===== src/rtl/isi_ctrl_pkg.sv =====
// Shared types and width helpers for the ISI channel sequencing controller.
package isi_ctrl_pkg;

  typedef enum logic [1:0] {
    IDLE  = 2'd0,
    LOAD  = 2'd1,
    FLUSH = 2'd2,
    RUN   = 2'd3
  } state_t;

  // Width of one coefficient word: {mantissa, shift}, each 2*res bits.
  function automatic int coef_width(input int res);
    return 4 * res;
  endfunction

  // Width of a counter that must hold values 0..len inclusive.
  function automatic int cnt_width(input int len);
    return $clog2(len + 1);
  endfunction

endpackage


===== src/rtl/isi_discard_tracker.sv =====
// Output mask for the channel: drops the channel samples produced by flush
// symbols and registers the surviving samples onto out_data/out_valid.
module isi_discard_tracker
  import isi_ctrl_pkg::*;
#(
  parameter int LEN = 5,
  parameter int RES = 8
) (
  input  logic                     clk,
  input  logic                     rst,
  input  logic                     load,
  input  logic [cnt_width(LEN)-1:0] load_val,
  input  logic [RES-1:0]           chan_out,
  input  logic                     chan_out_valid,
  output logic [RES-1:0]           out_data,
  output logic                     out_valid
);

  localparam int CNW = cnt_width(LEN);

  logic [CNW-1:0] discard_q, discard_d;
  logic [RES-1:0] out_data_q, out_data_d;
  logic           out_valid_q, out_valid_d;

  // A reload wins over a coincident channel sample; that sample is dropped.
  always_comb begin
    discard_d   = discard_q;
    out_data_d  = out_data_q;
    out_valid_d = 1'b0;
    if (load) begin
      discard_d = load_val;
    end else if (chan_out_valid) begin
      if (discard_q != '0) begin
        discard_d = discard_q - CNW'(1);
      end else begin
        out_valid_d = 1'b1;
        out_data_d  = chan_out;
      end
    end
  end

  // Discard counter and output register stage.
  always_ff @(posedge clk or posedge rst) begin
    if (rst) begin
      discard_q   <= '0;
      out_data_q  <= '0;
      out_valid_q <= 1'b0;
    end else begin
      discard_q   <= discard_d;
      out_data_q  <= out_data_d;
      out_valid_q <= out_valid_d;
    end
  end

  assign out_data  = out_data_q;
  assign out_valid = out_valid_q;

endmodule


===== src/rtl/isi_channel_ctrl.sv =====
// Sequencing controller for the parallel ISI channel model: loads taps into
// the coefficient store, flushes the accumulator chain with zero symbols,
// then gates the symbol stream. Optional statistics counters are built when
// ISI_CHAN_CTRL_STATS_EN is defined.
//
// state | meaning
// IDLE  | waiting for a tap write or a run request
// LOAD  | accepting tap writes until cfg_last
// FLUSH | driving PULSE_RESPONSE_LENGTH zero symbols into the channel
// RUN   | forwarding source symbols while enable is high
module isi_channel_ctrl
  import isi_ctrl_pkg::*;
#(
  parameter int PULSE_RESPONSE_LENGTH = 5,
  parameter int SIGNAL_RESOLUTION     = 8,
  parameter int AW                    = $clog2(PULSE_RESPONSE_LENGTH)
) (
  input  logic                                    clk,
  input  logic                                    rst,
  input  logic                                    enable,
  input  logic                                    cfg_valid,
  output logic                                    cfg_ready,
  input  logic [AW-1:0]                           cfg_addr,
  input  logic [2*SIGNAL_RESOLUTION-1:0]          cfg_mant,
  input  logic [2*SIGNAL_RESOLUTION-1:0]          cfg_shift,
  input  logic                                    cfg_last,
  output logic                                    cfg_err,
  input  logic [SIGNAL_RESOLUTION-1:0]            src_data,
  input  logic                                    src_valid,
  output logic                                    src_ready,
  output logic                                    coef_we,
  output logic [AW-1:0]                           coef_addr,
  output logic [coef_width(SIGNAL_RESOLUTION)-1:0] coef_data,
  output logic [SIGNAL_RESOLUTION-1:0]            chan_in,
  output logic                                    chan_in_valid,
  input  logic [SIGNAL_RESOLUTION-1:0]            chan_out,
  input  logic                                    chan_out_valid,
  output logic [SIGNAL_RESOLUTION-1:0]            out_data,
  output logic                                    out_valid,
`ifdef ISI_CHAN_CTRL_STATS_EN
  output logic [31:0]                             sym_count,
  output logic [15:0]                             flush_count,
`endif
  output logic                                    busy
);

  localparam int             CW       = coef_width(SIGNAL_RESOLUTION);
  localparam int             CNW      = cnt_width(PULSE_RESPONSE_LENGTH);
  localparam logic [CNW-1:0] LEN_C    = CNW'(PULSE_RESPONSE_LENGTH);
  localparam logic [31:0]    ADDR_LIM = 32'(PULSE_RESPONSE_LENGTH);

  state_t                        state_q, state_d;
  logic                          loaded_q, loaded_d;
  logic [CNW-1:0]                flush_cnt_q, flush_cnt_d;
  logic                          cfg_ready_q, cfg_ready_d;
  logic                          busy_q, busy_d;
  logic                          cfg_err_q, cfg_err_d;
  logic                          coef_we_q, coef_we_d;
  logic [AW-1:0]                 coef_addr_q, coef_addr_d;
  logic [CW-1:0]                 coef_data_q, coef_data_d;
  logic [SIGNAL_RESOLUTION-1:0]  chan_in_q, chan_in_d;
  logic                          chan_in_valid_q, chan_in_valid_d;
  logic                          flush_enter;
  logic                          flush_last;
  logic                          cfg_hs, src_hs, addr_oor;

  assign src_ready  = (state_q == RUN) && enable;
  assign cfg_hs     = cfg_valid && cfg_ready_q;
  assign src_hs     = src_valid && src_ready;
  assign addr_oor   = 32'(cfg_addr) >= ADDR_LIM;
  assign flush_last = (state_q == FLUSH) && (flush_cnt_q <= CNW'(1));

  // State register.
  always_ff @(posedge clk or posedge rst) begin
    if (rst) state_q <= IDLE;
    else     state_q <= state_d;
  end

  // Next-state logic; a cfg handshake in IDLE takes priority over enable.
  always_comb begin
    state_d     = state_q;
    flush_enter = 1'b0;
    case (state_q)
      IDLE: begin
        if (cfg_hs) begin
          state_d     = cfg_last ? FLUSH : LOAD;
          flush_enter = cfg_last;
        end else if (enable && loaded_q) begin
          state_d = RUN;
        end
      end
      LOAD: begin
        if (cfg_hs && cfg_last) begin
          state_d     = FLUSH;
          flush_enter = 1'b1;
        end
      end
      FLUSH:   if (flush_last) state_d = enable ? RUN : IDLE;
      RUN:     if (!enable) state_d = IDLE;
      default: state_d = IDLE;
    endcase
  end

  // Output and datapath next values; handshake-facing flags follow state_d so
  // they line up with the registered state.
  always_comb begin
    cfg_ready_d     = (state_d == IDLE) || (state_d == LOAD);
    busy_d          = (state_d == LOAD) || (state_d == FLUSH);
    coef_we_d       = cfg_hs && !addr_oor;
    coef_addr_d     = coef_addr_q;
    coef_data_d     = coef_data_q;
    cfg_err_d       = cfg_err_q;
    flush_cnt_d     = flush_cnt_q;
    loaded_d        = loaded_q || flush_last;
    chan_in_d       = chan_in_q;
    chan_in_valid_d = 1'b0;
    if (cfg_hs && !addr_oor) begin
      coef_addr_d = cfg_addr;
      coef_data_d = {cfg_mant, cfg_shift};
    end
    if (cfg_hs && (state_q == IDLE) && !cfg_last) cfg_err_d = 1'b0;
    if (cfg_hs && addr_oor)                       cfg_err_d = 1'b1;
    if (flush_enter) begin
      flush_cnt_d = LEN_C;
    end else if ((state_q == FLUSH) && (flush_cnt_q != '0)) begin
      flush_cnt_d = flush_cnt_q - CNW'(1);
    end
    if (state_d == FLUSH) begin
      chan_in_d       = '0;
      chan_in_valid_d = 1'b1;
    end else if (src_hs) begin
      chan_in_d       = src_data;
      chan_in_valid_d = 1'b1;
    end
  end

  // Control and datapath registers.
  always_ff @(posedge clk or posedge rst) begin
    if (rst) begin
      loaded_q        <= 1'b0;
      flush_cnt_q     <= '0;
      cfg_ready_q     <= 1'b0;
      busy_q          <= 1'b0;
      cfg_err_q       <= 1'b0;
      coef_we_q       <= 1'b0;
      coef_addr_q     <= '0;
      coef_data_q     <= '0;
      chan_in_q       <= '0;
      chan_in_valid_q <= 1'b0;
    end else begin
      loaded_q        <= loaded_d;
      flush_cnt_q     <= flush_cnt_d;
      cfg_ready_q     <= cfg_ready_d;
      busy_q          <= busy_d;
      cfg_err_q       <= cfg_err_d;
      coef_we_q       <= coef_we_d;
      coef_addr_q     <= coef_addr_d;
      coef_data_q     <= coef_data_d;
      chan_in_q       <= chan_in_d;
      chan_in_valid_q <= chan_in_valid_d;
    end
  end

  isi_discard_tracker #(
    .LEN (PULSE_RESPONSE_LENGTH),
    .RES (SIGNAL_RESOLUTION)
  ) u_discard (
    .clk            (clk),
    .rst            (rst),
    .load           (flush_enter),
    .load_val       (LEN_C),
    .chan_out       (chan_out),
    .chan_out_valid (chan_out_valid),
    .out_data       (out_data),
    .out_valid      (out_valid)
  );

`ifdef ISI_CHAN_CTRL_STATS_EN
  logic [31:0] sym_count_q, sym_count_d;
  logic [15:0] flush_count_q, flush_count_d;

  // Sample counter wraps; flush counter saturates.
  always_comb begin
    sym_count_d   = sym_count_q + (out_valid ? 32'd1 : 32'd0);
    flush_count_d = flush_count_q;
    if (flush_enter && (flush_count_q != 16'hFFFF)) flush_count_d = flush_count_q + 16'd1;
  end

  // Statistics registers.
  always_ff @(posedge clk or posedge rst) begin
    if (rst) begin
      sym_count_q   <= '0;
      flush_count_q <= '0;
    end else begin
      sym_count_q   <= sym_count_d;
      flush_count_q <= flush_count_d;
    end
  end

  assign sym_count   = sym_count_q;
  assign flush_count = flush_count_q;
`endif

  assign cfg_ready     = cfg_ready_q;
  assign busy          = busy_q;
  assign cfg_err       = cfg_err_q;
  assign coef_we       = coef_we_q;
  assign coef_addr     = coef_addr_q;
  assign coef_data     = coef_data_q;
  assign chan_in       = chan_in_q;
  assign chan_in_valid = chan_in_valid_q;

endmodule


===== config.mk =====
export PLATFORM = sky130hd
export DESIGN_NAME = isi_channel_ctrl
export DESIGN_NICKNAME = d
export VERILOG_FILES = /design/src/rtl/isi_ctrl_pkg.sv /design/src/rtl/isi_discard_tracker.sv /design/src/rtl/isi_channel_ctrl.sv
export SDC_FILE = /design/constraint.sdc
export NUM_CORES = 1
export LEC_CHECK = 0
export ABC_AREA = 0
export CAP_MARGIN = 40
export CELL_PAD_IN_SITES_DETAIL_PLACEMENT = 0
export CELL_PAD_IN_SITES_GLOBAL_PLACEMENT = 2
export CORE_MARGIN = 2
export CORE_UTILIZATION = 27
export DETAILED_ROUTE_END_ITERATION = 6
export PLACE_DENSITY_LB_ADDON = 0.1
export RECOVER_POWER = 50
export SYNTH_ARGS = -nofsm -noshare
export SYNTH_HDL_FRONTEND = slang
export SYNTH_SLANG_ARGS = --single-unit

===== constraint.sdc =====
create_clock -name clk -period 2.45 [get_ports clk]
set_input_delay 0.245 -clock clk [delete_from_list [all_inputs] [get_ports clk]]
set_output_delay 0.245 -clock clk [all_outputs]
set_load 0.005 [all_outputs]

# Word-level counts from Yosys, hierarchy flattened
# Index checks and enable logic that the tools add are counted.
totals:
  out_inout_bits: 58
  wordCells: 77
  regBits: 66
  input_bits: 58
classes:
  bitwise: 2
  mux: 25
  eq_ne: 5
  n_reduce_logical: 27
  n_lt_le_gt_ge: 2
  addsub: 2
ops:
  columns: ["operator", "count"]
  rows:
  - ["$mux 8", 2]
  - ["$mux 3", 5]
  - ["$mux 2", 7]
  - ["$logic_and 1x1->1", 11]
  - ["$reduce_bool 2->1", 5]
  - ["$mux 1", 9]
  - ["$pmux 2 s4", 1]
  - ["$eq 2x2->1 const B", 3]
  - ["$reduce_bool 3->1", 2]
  - ["$sub 3x1->3 const B", 2]
  - ["$eq 2x1->1 const B", 2]
  - ["$logic_not 2->1", 2]
  - ["$ge 3x3->1 const B", 1]
  - ["$le 3x1->1 const B", 1]
  - ["$logic_or 1x1->1", 3]
  - ["$reduce_and 3->1", 1]
  - ["$logic_not 1->1", 2]
  - ["$not 1->1", 2]
  - ["$pmux 1 s2", 1]
  - ["$reduce_and 2->1", 1]

# Longest topological paths before layout
# Gate-level depths: netlist of run 1.
logic_depth:
  ltp_word: 6
  mapped_depth: 9
  ltp_nobuf: 8

# Modules after synthesis
# From an unflattened synthesis of run 1, not the netlist that was laid out.
hier_totals:
  hier_cells: 194
  area_unflattened_um2: 2782.7
by_module_without_submodules:
  columns: ["module", "seq_area_each_um2", "area_per_inst_um2", "n_inst", "cells_per_inst"]
  rows:
  - ["isi_channel_ctrl", 1351.3, 2237.1, 1, 151]
  - ["isi_discard_tracker", 300.3, 545.5, 1, 43]

# Worst setup path before layout of run 1
# OpenSTA, ideal clock, no wires.
synth_timing:
  path_type: "register to register"
  startpoint: "register flush_cnt_q[0]"
  endpoint: "register chan_in_q[0] (netlist: chan_in[0])"
  path_slack_ns: 0.470
  setup_ns: 0.121
  n_path_buf: 1
  path_stages_with_launch: 9
  arrival_ns: 1.859
  t_required_ns: 2.329
  cell_sequence: "dfrtp_1 > ha_1 > o21bai_1 > a311oi_1 > a31o_2 > ha_1 > and3b_1 > buf_2 > a22o_1"
synth_between:
  elab_chain_cells: 6
synth_lines:
  columns: ["element", "line", "rtl"]
  rows:
  - ["from (decl)", "isi_channel_ctrl.sv:54", "logic [CNW-1:0] flush_cnt_q, flush_cnt_d;"]
  - ["from (signal assigned)", "isi_channel_ctrl.sv:152", "flush_cnt_q <= flush_cnt_d;"]
  - ["$le 3x1->1 (*)", "isi_channel_ctrl.sv:71", "assign flush_last = (state_q == FLUSH) && (flush_cnt_q <= CNW'(1));"]
  - ["$logic_and 1x1->1 (*)", "isi_channel_ctrl.sv:71", null]
  - ["$mux 2 (*)", "isi_channel_ctrl.sv:98", "FLUSH: if (flush_last) state_d = enable ? RUN : IDLE;"]
  - ["$pmux 2 s4 (*)", "isi_channel_ctrl.sv:83", "case (state_q)"]
  - ["$eq 2x2->1 (*)", "isi_channel_ctrl.sv:128", "if (state_d == FLUSH) begin"]
  - ["$mux 8 / $reduce_bool 2->1 (equally long branches)", null, null]
  - ["to (signal assigned)", "isi_channel_ctrl.sv:159", "chan_in_q <= chan_in_d;"]
  - ["to (decl)", "isi_channel_ctrl.sv:61", "logic [SIGNAL_RESOLUTION-1:0] chan_in_q, chan_in_d;"]
# Every way passes the cells marked *; elsewhere a longest branch is shown, timed or not.
# A chain may end at the register's enable or synchronous reset.

# Final worst setup path of run 1
layout_timing:
  startpoint: "register flush_cnt_q[0]"
  endpoint: "register chan_in_q[4] (netlist: chan_in[4])"
# Same word-level chain as after synthesis.

==> flow_metrics.py, run 1 <==
metrics = {
    "timing": {
        "tightest_slew_ns": 1.80,
        "setup_viol": 0,
        "slew_headroom": -0.199,
        "setup_slack_ns": 0.256,
        "hold_viol": 0,
        "fin_tns_setup_ns": 0,
        "drv_slew": 68,
        "max_clock_freq_ghz": 0.456,
        "grt_setup_unrepaired": "false",
        "min_period_ns": 2.19,
        "period_share": 0.896,
        "finClkSkew_ns": 0.00859,
    },
    "finish": {
        "nNetsFinal": 375,
        "final_util": 0.429,
        "diodes": 0,
        "drive_above_1_share": 0.198,
        "syn2layout_area_growth_pct": 54.0,
    },
    "detailed_routing": {
        "drt-initial-drc-count": 40,
        "wl_per_cell_um": 14.3,
        "vias": 1906,
        "drc": 0,
        "drt-vias-per-instance": 4.27,
        "ant_nets": 0,
        "first_pass_iters": 4,
        "routed_wl_mm": 6.39,
    },
    "logic_synthesis": {
        "yosysSeqAreaShare": 0.604,
        "synth_xor_area_frac": 0.00320,
        "avgSynthCellArea_um2": 14.7,
        "synth-compound-area-share": 0.0736,
        "async_flop_share": 1.00,
        "synth_fa_ha_area_frac": 0.0366,
        "synth_edf_count": 0,
        "yosysTopAreaCell": "dfrtp_1",
        "synthCells": 186,
        "synth.net_count": 252,
        "synth-simple-area-share": 0.0617,
        "synthFlopType": "dfrtp_1",
        "synth.top_cell.area_share": 0.604,
        "synth.distinct_cells": 40,
        "ys.warnings.count": 0,
        "synthMuxAreaShare": 0.187,
        "synth_top_family_by_area": "multiplexers",
        "ys_ff_latch": 66,
        "syn_area_mm2": 0.00274,
        "synthTopCellsByArea": "dfrtp_1, mux2_2, mux2_4, ha_1, a22o_1",
    },
    "clock_tree": {
        "post_cts_resized": 0,
        "cts-root-buf": "clkbuf_8",
        "worstSkewPairLatency_ns": 0.33,
        "cts_tree": "done",
        "clockBufferDepth": 2,
        "ctsHoldBuffers": 0,
        "clk_pin_slew_worst_paths_ns": 0.07,
        "htree_levels": 3,
        "cts_made_buffers": 9,
        "clkSinkCount": 66,
        "postCtsSetupBuffers": 0,
    },
    "die": {
        "die_w_um": 105,
        "die-area_mm2": 0.0110,
        "die_height_um": 105,
        "io_pins": 116,
        "rows": 36,
        "fp.coreArea_mm2": 0.00982,
        "start_util": 0.279,
    },
    "global_route": {
        "grt_remaining_overflow": 0,
        "grt_max_degree": 34,
        "grtUsageTotal": 0.122,
        "grt_pass1_vias": 1924,
        "antenna_found_initial": 0,
        "grt_pass1_wl_mm": 10.4,
    },
    "power": {
        "leakage_nw": 1.82,
        "power.internal_w": 0.00353,
        "p_sw_w": 0.00143,
        "seqPwrFrac": 0.388,
        "pwr-share-comb": 0.433,
        "ir_drop_mv": 0.373,
        "swShare": 0.289,
        "power_frac_clock": 0.179,
        "power_density_mw_per_mm2": 1180,
    },
    "critical_path": {
        "cp_max_fo": 8,
        "slowest_delay_ns": 0.42,
        "crit_slowest_cell": "dfrtp_1",
        "crit_buf_inv": 0,
        "crit_top_cell": "ha_1",
        "crit_type": "reg -> reg",
        "start_kind": "flop",
        "worstPathRequired_ns": 2.66,
        "critPathTopFamily": "compound AO/OA/AOI/OAI gates",
        "arrival_ns": 2.41,
        "cp-end-kind": "flop",
        "cp_cell_sequence": "ha_1 > o21bai_1 > a311oi_1 > a31o_2 > ha_1 > and3b_1 > a22o_1",
    },
    "outcome": {
        "status": "finished, violations left",
        "violations": "capacitance limit, slew limit",
    },
    "run": {
        "drv_cap": 2,
    },
    "worst_hold_path": {
        "min_path_type": "reg -> reg",
    },
    "placed_design": {
        "gp_congestion": 0.711,
        "dpl_worst_slack_ns": 0.103,
        "hpwl_mm": 4.68,
        "port_buffers": 115,
    },
}
## power groups by stage
stage | logic, W | registers, W | clock network [W]
global route | 0.00233 | 0.00200 | 0.000982
floorplan | 0.000985 | 0.00195 | 0
CTS | 0.00224 | 0.00193 | 0.000930
finish | 0.00215 | 0.00192 | 0.000887
detailed placement | 0.00224 | 0.00195 | 0
global placement | 0.00222 | 0.00195 | 0
## cell usage after synthesis, drive strengths merged, types with 2 or more instances
cell / instances
nor2: 3
nand2b: 2
a21oi: 3
and3: 2
a311oi: 2
o21ai: 3
or2: 2
ha: 8
nand3: 2
mux2: 42
a22o: 8
buf: 7
dfrtp: 66
inv: 10
nor3b: 3
nand2: 5
nand4: 2
## cells by family (layout without fill, tap and decap cells)
kind of cell / count (synthesis) / count (layout)
multiplexers: 43 / 43
flip-flops: 66 / 66
buffers and inverters: 17 / 144
AO/OA/AOI/OAI: 26 / 26
XOR/XNOR: 1 / 1
AND/OR/NAND/NOR: 25 / 25
adder cells (fa/ha/maj): 8 / 8
## layout by cell type (no fill, tap or decap), types with 2 or more instances in the layout
master            n
nor2_1            3
dlygate4sd3_1    17
inv_1            10
nand2_1           5
and3_1            2
ha_1              8
nand4_1           2
dfrtp_1          66
nand3_1           2
or2_2             2
a22o_1            8
clkbuf_1          5
a21oi_1           2
mux2_2           34
a311oi_1          2
nor3b_1           2
clkdlybuf4s50_1  98
clkinv_2          2
nand2b_1          2
mux2_4            8
o21ai_0           3
clkbuf_8         10
## metrics by stage
stage	hold slack [ns]	total power, W	cells	area [um2]
detailed placement	0.477	0.00418	431	4040
floorplan	0.350	0.00294	186	2740
CTS	0.344	0.00511	446	4230
finish	0.494	0.00496	446	4220
global placement	0.476	0.00417	431	4040
global route	0.505	0.00532	446	4220
## worst paths after layout
| path | endpoint | from | cells past startpoint | slack, ns |
|---|---|---|---|---|
| worst max-delay path | chan_in[4] | flush_cnt_q[0] | 7 | 0.26 |
| worst min-delay path | loaded_q | loaded_q | 1 | 0.49 |
| worst max register to register | chan_in[4] | flush_cnt_q[0] | 7 | 0.26 |
| worst min register to register | loaded_q | loaded_q | 1 | 0.49 |
| max in group asynchronous | chan_in[5] | rst | 3 | 0.53 |
| min in group asynchronous | coef_data[11] | rst | 3 | 0.86 |
## state kept, by name, indices dropped and copies added, names as in the netlist
register / count
state_q: 2
u_discard.discard_q: 3
cfg_ready: 1
u_discard.out_valid: 1
u_discard.out_data: 8
flush_cnt_q: 3
coef_data: 32
chan_in_valid: 1
coef_we: 1
cfg_err: 1
coef_addr: 3
chan_in: 8
loaded_q: 1
busy: 1
## final cells by class
cell class / count / area, um2
well taps: 133 / 166
repair buffers: 119 / 1180
clock inverters: 3 / 40.0
multi-input cells: 103 / 992
clock buffers: 12 / 145
flip-flops and latches: 66 / 1650
inverters: 10 / 37.5
fillers: 967 / 5600
## routing by layer
metal,global-route usage,vias to the layer above,wire length (um)
met5,0,-,0
met4,0.0467,0,131
met3,0.0487,10,476
met2,0.174,84,2780
met1,0.165,892,3000
li1,-,920,-
(Power assumes the default switching activity.)
==> run 2, diff against run 1 <==
--- a/config.mk
+++ b/config.mk
@@ -14,6 +14,7 @@
 export DETAILED_ROUTE_END_ITERATION = 6
 export PLACE_DENSITY_LB_ADDON = 0.1
 export RECOVER_POWER = 50
+export SETUP_SLACK_MARGIN = 0.15
 export SYNTH_ARGS = -nofsm -noshare
 export SYNTH_HDL_FRONTEND = slang
 export SYNTH_SLANG_ARGS = --single-unit
==> run 2 against run 1 <==
- the flow still finishes with violations (capacitance limit, slew limit)
- clock-buffer cell count unchanged
- total power up 0.14%
- non-clock buffer count unchanged
- clock skew up 0.0010 ns
- critical path type is now in -> reg
- fmax up 1.4%
- sequential power about the same
- utilization up 0.064 points
- via count up 0.37%
- die area unchanged
- sequential cell count unchanged
- worst hold slack about the same
- worst setup slack better by 0.030 ns
==> flow_metrics.py, run 2 (synthesized netlist as in run 1, its figures left out) <==
metrics = {
    "clock_tree": {
        "clockBufferDepth": 2,
        "clkSinkCount": 66,
        "postCtsSetupBuffers": 0,
        "htree_levels": 3,
        "clk_pin_slew_worst_paths_ns": 0.07,
        "cts_tree": "done",
        "worstSkewPairLatency_ns": 0.33,
        "cts_made_buffers": 9,
        "ctsHoldBuffers": 0,
        "post_cts_resized": 0,
        "cts-root-buf": "clkbuf_8",
    },
    "die": {
        "fp.coreArea_mm2": 0.00982,
        "start_util": 0.279,
        "die-area_mm2": 0.0110,
        "rows": 36,
        "io_pins": 116,
        "die_w_um": 105,
        "die_height_um": 105,
    },
    "critical_path": {
        "rrSetupSlack_ns": 0.35,
        "crit_slowest_cell": "dlygate4sd3_1",
        "startpoint": "cfg_valid",
        "arrival_ns": 2.43,
        "start_kind": "primary input",
        "cp-end-kind": "flop",
        "cp_max_fo": 8,
        "worstPathRequired_ns": 2.71,
        "crit_type": "in -> reg",
        "slowest_delay_ns": 0.62,
        "cp_cell_sequence": "dlygate4sd3_1 > nand2_1 > clkbuf_1 > nand3_1 > a31o_2 > ha_1 > and3b_1 > a22o_1",
        "r2r_start": "state_q[1]",
    },
    "outcome": {
        "violations": "capacitance limit, slew limit",
        "status": "finished, violations left",
    },
    "timing": {
        "slew_headroom": -0.192,
        "hold_viol": 0,
        "finClkSkew_ns": 0.00962,
        "fin_tns_setup_ns": 0,
        "grt_setup_unrepaired": "false",
        "setup_viol": 0,
        "period_share": 0.883,
        "min_period_ns": 2.16,
        "tightest_slew_ns": 1.79,
        "drv_slew": 68,
        "max_clock_freq_ghz": 0.462,
    },
    "global_route": {
        "antenna_found_initial": 0,
        "grt_max_degree": 34,
        "grt_remaining_overflow": 0,
        "grt_pass1_wl_mm": 10.4,
        "grtUsageTotal": 0.122,
        "grt_pass1_vias": 1924,
    },
    "finish": {
        "largest_reg_flops": 32,
        "multiInputGateArea_um2": 998,
        "syn2layout_area_growth_pct": 54.3,
        "final_common_cell": "clkdlybuf4s50_1",
        "n_fill_cell": 966,
        "final_cell_mix": "clkdlybuf4s50_1, dfrtp_1, mux2_2",
        "diodes": 0,
        "nNetsFinal": 375,
        "seqCellArea_mm2": 0.00165,
        "drive_above_1_share": 0.201,
        "final_util": 0.430,
    },
    "worst_hold_path": {
        "min_path_type": "reg -> reg",
        "min_from": "loaded_q",
    },
    "placed_design": {
        "gp_congestion": 0.711,
        "hpwl_mm": 4.68,
        "port_buffers": 115,
    },
    "power": {
        "leakage_nw": 1.82,
        "power_density_mw_per_mm2": 1180,
        "ir_drop_mv": 0.373,
        "total_power_w": 0.00497,
    },
    "detailed_routing": {
        "drt-initial-drc-count": 41,
        "first_pass_iters": 4,
        "vias": 1913,
        "ant_nets": 0,
        "drt-vias-per-instance": 4.29,
        "routed_wl_mm": 6.40,
        "drc": 0,
        "wl_per_cell_um": 14.4,
    },
    "run": {
        "drv_cap": 2,
    },
}
[run 2: worst max-delay path, delay by kind of cell]
kind / cells / cell delay, ns
buf+inv: 2 / 0.85
compound gates: 2 / 0.47
simple gates: 3 / 0.66
fa+ha+maj: 1 / 0.20
[run 2: layout make-up]
cell class,count,share of cell area
tap,133,0.0394
inverter,10,0.00889
sequential,66,0.391
multi-input combinational,103,0.237
clock buffer,12,0.0344
timing repair buffer,119,0.280
clock inverter,3,0.00948
[run 2: where the power goes]
group / switching (W) / leakage, nW / internal [W] / total (W)
clock: 0.000396 / 0.0962 / 0.000490 / 0.000887
sequential: 0.000298 / 0.793 / 0.00162 / 0.00192
combinational: 0.000741 / 0.933 / 0.00142 / 0.00216
total: 0.00144 / 1.82 / 0.00353 / 0.00497
[run 2: worst paths after layout]
check                                 to  cells past startpoint
max                           chan_in[4]                      8
min                             loaded_q                      1
max reg2reg                   chan_in[4]                      6
min reg2reg                     loaded_q                      1
max in group asynchronous     chan_in[5]                      3
min in group asynchronous  coef_data[11]                      3
[run 2: stage by stage]
step,cell area [um2],cells,hold WS (ns),setup WS [ns]
after CTS,4230,446,0.344,0.271
after detailed placement,4040,431,0.477,0.103
after floorplan,2740,186,0.350,0.470
final,4220,446,0.494,0.286
after global placement,4040,431,0.476,0.192
after global routing,4220,446,0.505,0.116
[run 2: routing by layer]
metal | part of all wire | GRT usage | routed length, um | up-vias
met5 | 0 | 0 | 0 | -
met2 | 0.44 | 0.174 | 2790 | 83
met3 | 0.072 | 0.0487 | 463 | 10
met1 | 0.47 | 0.165 | 3020 | 898
met4 | 0.020 | 0.0467 | 129 | 0
li1 | - | - | - | 922
